<file path="src/rtl/fp_frexp32.sv">
// ============================================================================
// Module   : fp_frexp32
// Brief    : FP32 frexp/ilogb - significand in [1,2) plus unbiased exponent.
//            Define FPFREXP_FASTNORM_EN for single-cycle subnormal normalisation.
// Revision : 1.0 - initial release
// ============================================================================
`timescale 1ns/1ps
`default_nettype none

module fp_frexp32 (
    input  logic        clk,
    input  logic        rst_n,
    input  logic        ce,
    input  logic        ld,
    input  logic [31:0] a,
    output logic        busy,
    output logic        done,
    output logic [31:0] o,
    output logic [31:0] xo,
    output logic        zero,
    output logic        inf,
    output logic        nan
);

    typedef enum logic [1:0] {
        S_IDLE = 2'd0,
        S_NORM = 2'd1,
        S_FIN  = 2'd2
    } state_t;

    localparam logic signed [9:0] C_E_SUB  = -10'sd126;
    localparam logic signed [9:0] C_BIAS   = 10'sd127;
    localparam logic [31:0]       C_XO_ZERO = 32'h8000_0000;
    localparam logic [31:0]       C_XO_BIG  = 32'h7FFF_FFFF;

    state_t             r_state;
    state_t             w_next;
    logic [31:0]        r_a;
    logic [23:0]        r_m;
    logic signed [9:0]  r_e;

    logic               w_is_zero;
    logic               w_exp_max;
    logic               w_is_nan;
    logic               w_is_inf;

    assign busy      = (r_state != S_IDLE);
    assign w_is_zero = (r_a[30:23] == 8'd0) && (r_a[22:0] == 23'd0);
    assign w_exp_max = &r_a[30:23];
    assign w_is_nan  = w_exp_max && (|r_a[22:0]);
    assign w_is_inf  = w_exp_max && !(|r_a[22:0]);

`ifdef FPFREXP_FASTNORM_EN
    // Leading-zero count of the 24-bit working significand; the highest set bit wins.
    logic [4:0] w_sh;
    always_comb begin
        w_sh = 5'd0;
        for (int i = 0; i < 24; i++) begin
            if (r_m[i]) w_sh = 5'(23 - i);
        end
    end
`endif

    always_comb begin
        w_next = r_state;
        case (r_state)
            S_IDLE: begin
                if (ld) begin
                    w_next = ((a[30:23] == 8'd0) && (a[22:0] != 23'd0)) ? S_NORM : S_FIN;
                end
            end
`ifdef FPFREXP_FASTNORM_EN
            S_NORM:  w_next = S_FIN;
`else
            S_NORM:  w_next = r_m[22] ? S_FIN : S_NORM;
`endif
            S_FIN:   w_next = S_IDLE;
            default: w_next = S_IDLE;
        endcase
    end

    always_ff @(posedge clk) begin
        if (!rst_n) begin
            r_state <= S_IDLE;
        end else if (ce) begin
            r_state <= w_next;
        end
    end

    always_ff @(posedge clk) begin
        if (!rst_n) begin
            r_a  <= 32'd0;
            r_m  <= 24'd0;
            r_e  <= 10'sd0;
            done <= 1'b0;
            o    <= 32'd0;
            xo   <= 32'd0;
            zero <= 1'b0;
            inf  <= 1'b0;
            nan  <= 1'b0;
        end else if (ce) begin
            done <= 1'b0;
            case (r_state)
                S_IDLE: begin
                    if (ld) begin
                        r_a <= a;
                        r_m <= {(|a[30:23]), a[22:0]};
                        r_e <= (a[30:23] != 8'd0) ? ($signed({2'b00, a[30:23]}) - C_BIAS)
                                                  : C_E_SUB;
                    end
                end
                S_NORM: begin
`ifdef FPFREXP_FASTNORM_EN
                    r_m <= r_m << w_sh;
                    r_e <= C_E_SUB - $signed({5'd0, w_sh});
`else
                    r_m <= r_m << 1;
                    r_e <= r_e - 10'sd1;
`endif
                end
                S_FIN: begin
                    done <= 1'b1;
                    zero <= w_is_zero;
                    inf  <= w_is_inf;
                    nan  <= w_is_nan;
                    // Specials pass the operand through untouched, NaN payload included.
                    if (w_is_zero || w_exp_max) begin
                        o  <= r_a;
                        xo <= w_is_zero ? C_XO_ZERO : C_XO_BIG;
                    end else begin
                        o  <= {r_a[31], 8'd127, r_m[22:0]};
                        xo <= {{22{r_e[9]}}, r_e};
                    end
                end
                default: ;
            endcase
        end
    end

endmodule

`default_nettype wire

</file>
<file path="config.mk">
export PLATFORM = sky130hd
export DESIGN_NAME = fp_frexp32
export DESIGN_NICKNAME = d
export VERILOG_FILES = /design/src/rtl/fp_frexp32.sv
export SDC_FILE = /design/constraint.sdc
export NUM_CORES = 1
export LEC_CHECK = 0
export BUFFER_PORTS_ARGS = -buffer_cell sky130_fd_sc_hd__buf_2
export CELL_PAD_IN_SITES_DETAIL_PLACEMENT = 2
export CELL_PAD_IN_SITES_GLOBAL_PLACEMENT = 2
export CORE_UTILIZATION = 35
export CTS_BUF_LIST = sky130_fd_sc_hd__clkbuf_8
export DETAILED_ROUTE_END_ITERATION = 16
export PLACE_DENSITY_LB_ADDON = 0.12
export SETUP_SLACK_MARGIN = 0.05
export SLEW_MARGIN = 15
export SYNTH_ARGS = -nofsm -noshare
export SYNTH_HDL_FRONTEND = slang
export SYNTH_SLANG_ARGS = --single-unit
</file>
<file path="constraint.sdc">
create_clock -name clk -period 4.25 [get_ports clk]
set_input_delay 0.85 -clock clk [delete_from_list [all_inputs] [get_ports clk]]
set_output_delay 0.85 -clock clk [all_outputs]
set_load 0.005 [all_outputs]
</file>
==> run metrics <==
status=completed; max_cap viols=0; Syn Nets=692; Final Max Tran Viols=0; Starting Density=0.358; Hold Fails Final Rpt=0; final WL=17700 um; final worst slack=1.79 ns; post-synthesis sequential area ratio=0.438; Tot Pwr=2.37 mW; worst slack at placement=1.50 ns; FF+latch count, synth=114; clk buf depth=2; global placement routability congestion=0.822; vias in the first global route=5261; io pins=105; die area=0.0154 sq mm; pin count of the biggest net entering global routing=53; Core Box Area=0.0145 sq mm; fill count=1680; Final Skew=0.0108 ns; vias per std cell=5.45; 1st-iter DRT viols=280; FF/Latch Area=0.00228 sq mm; Hold Path Class=reg -> reg; Area Growth Syn to Fin=16.9%; Die H=124 um; Clk Latency, worst-skew pair=0.44 ns; RSZ-0062 raised after global routing=no; Synth Cell Area=0.00520 sq mm; EDFF count, synth=0; CP Max Fanout=23; Pwr per Cell Area=389 mW/mm^2; DP HPWL=12200 um; Clk pin slew, worst setup/hold paths=0.07 ns; htree depth=4; PortBufs=104; Worst slew margin=0.446; synthesized netlist cell count=653; Die Wd=124 um; worst path required time=4.57 ns; worst reg2reg endpoint=r_a[0]; r2r startpoint=r_state[0]; DRC violations left=0; Final setup viols=0; 1st-pass router iterations=4; CTS Buf Count=17; Root Driver=clkbuf_8; Worst-Margin Slew=0.827 ns; fin crit period=2.46 ns; Vias=4985; grt total ovfl=0; ys flop type=dfxtp_1; R2R setup slack=1.79 ns; postcts setup bufs=0; CP endpoint kind=flop; startpoint types=flop; global-route usage over all layers=0.244; DRT antenna net count=0; Netlist cell types=48; global-route wire length before repair=27900 um; Clock Sinks=114; layout cells sized above 1=0.209; Final nets=759; Final Cycle Share=0.578; quantity of gates resized following cts=0; number of antenna violations at the first check in global routing=0; Worst VDD drop=0.240 mV; Synth Warn #=0; Hold Path Stages=2; FF-to-FF path depth=6; post-cts hold buffer count=0; final antenna diode count=0; Lkg Pwr=2.69 nW; Worst Path Arrival=2.78 ns; Max Clk Rate=407 MHz; kind of critical path=reg -> reg; area of the multi-input gates=0.00257 sq mm; CTS tree=built; Fin Setup TNS=0 ns; async set or reset register ratio after synthesis=0; Hold Startpoint=xo[5]; WHS Endpoint=xo[5]; Rows=44; wire per inst=19.4 um; syn avg cell area=7.97 sq um
[metal layers]
metal,up-vias,GRT usage,wire length [um]
li1,2389,-,-
met1,2487,0.301,8110
met2,92,0.418,8670
met3,17,0.0582,749
met4,0,0.0729,191
met5,-,0,0
[final cells by class]
type,instances,share of cell area
clock buffer,21,0.0475
clock inverter,9,0.0111
inverter,7,0.00432
multi-input combinational,464,0.422
sequential,114,0.375
tap,184,0.0378
timing repair buffer,116,0.102
[worst max-delay path by stage]
stage	cells after the start	slack, ns	endpoint	start
after floorplan	6	2.07	r_e[5]	a[23]
after global placement	5	1.64	o[26]	ce
after detailed placement	5	1.50	o[27]	ce
after CTS	6	1.78	r_a[0]	r_state[0]
after global routing	6	1.59	r_a[0]	r_state[0]
final	6	1.79	r_a[0]	r_state[0]
[where the power goes]
part | internal [mW] | switching [mW] | leakage [nW]
clock | 0.505 | 0.431 | 0.198
combinational | 0.0988 | 0.170 | 1.56
sequential | 1.12 | 0.0423 | 0.930
[metrics by stage]
stage	instances	area (sq um)	util	hold slack (ns)
6_report	915	6080	0.419	0.453
5_1_grt	915	6080	0.419	0.499
4_1_cts	915	6080	0.418	0.460
3_5_place_dp	885	5730	0.394	0.444
3_3_place_gp	885	5730	0.394	0.429
2_1_floorplan	653	5200	-	0.441
[cell families after synthesis]
kind of cell | Yosys count | synth area share
xor+xnor | 7 | 0.0118
fa+ha+maj | 3 | 0.00721
compound gates | 158 | 0.214
simple gates | 296 | 0.255
buf+inv | 75 | 0.0740
flops | 114 | 0.438
[cells in the mapped netlist (2+ instances only)]
cell type  instances  area, sq um
and2_1             5         31.3
nand4_1            5         31.3
and4_1             3         26.3
inv_1              6         22.5
nor3b_1            2         15.0
nor2b_1            4         25.0
o211a_1           22          220
xor2_1             6         52.6
nand2b_1           2         12.5
nand3_1           31          155
a21boi_1           5         37.5
o21ai_0           50          250
nand2_1          136          510
nor3_1            28          140
buf_1              5         18.8
buf_4             22          165
a21oi_1           10         50.1
a32oi_1            2         17.5
clkbuf_1          29          109
or3_1              3         18.8
dfxtp_1          114         2280
o211ai_1           2         15.0
nor2_1            55          206
a211oi_1          23          173
nor4_1            15         93.8
ha_1               3         37.5
a21boi_0          33          248
a31oi_1            2         12.5
buf_2             11         55.1
[cells in the final DEF, fill, tap and decap left out, drive strengths merged, types with 21 or more instances in the layout]
cell type,Yosys,final
nand2,136,136
buf,39,116
dfxtp,114,114
nor2,56,56
o21ai,51,51
a21boi,38,38
nand3,31,31
nor3,29,29
a211oi,23,23
o211a,22,22
clkbuf,29,21
[critical path: stages (launching register included)]
cell      delay [ns]
dfxtp_1         0.57
nor2b_2         0.77
buf_4           0.39
nor2_2          0.14
buf_4           0.25
nand2_1         0.11
a21boi_0        0.09
[registers in the layout, indices dropped and copies added (netlist names)]
signal / cells
o: 32
nan: 1
zero: 1
xo: 11
r_e: 10
done: 1
inf: 1
r_a: 32
r_state: 2
r_m: 23
(Power assumes the default switching activity.)
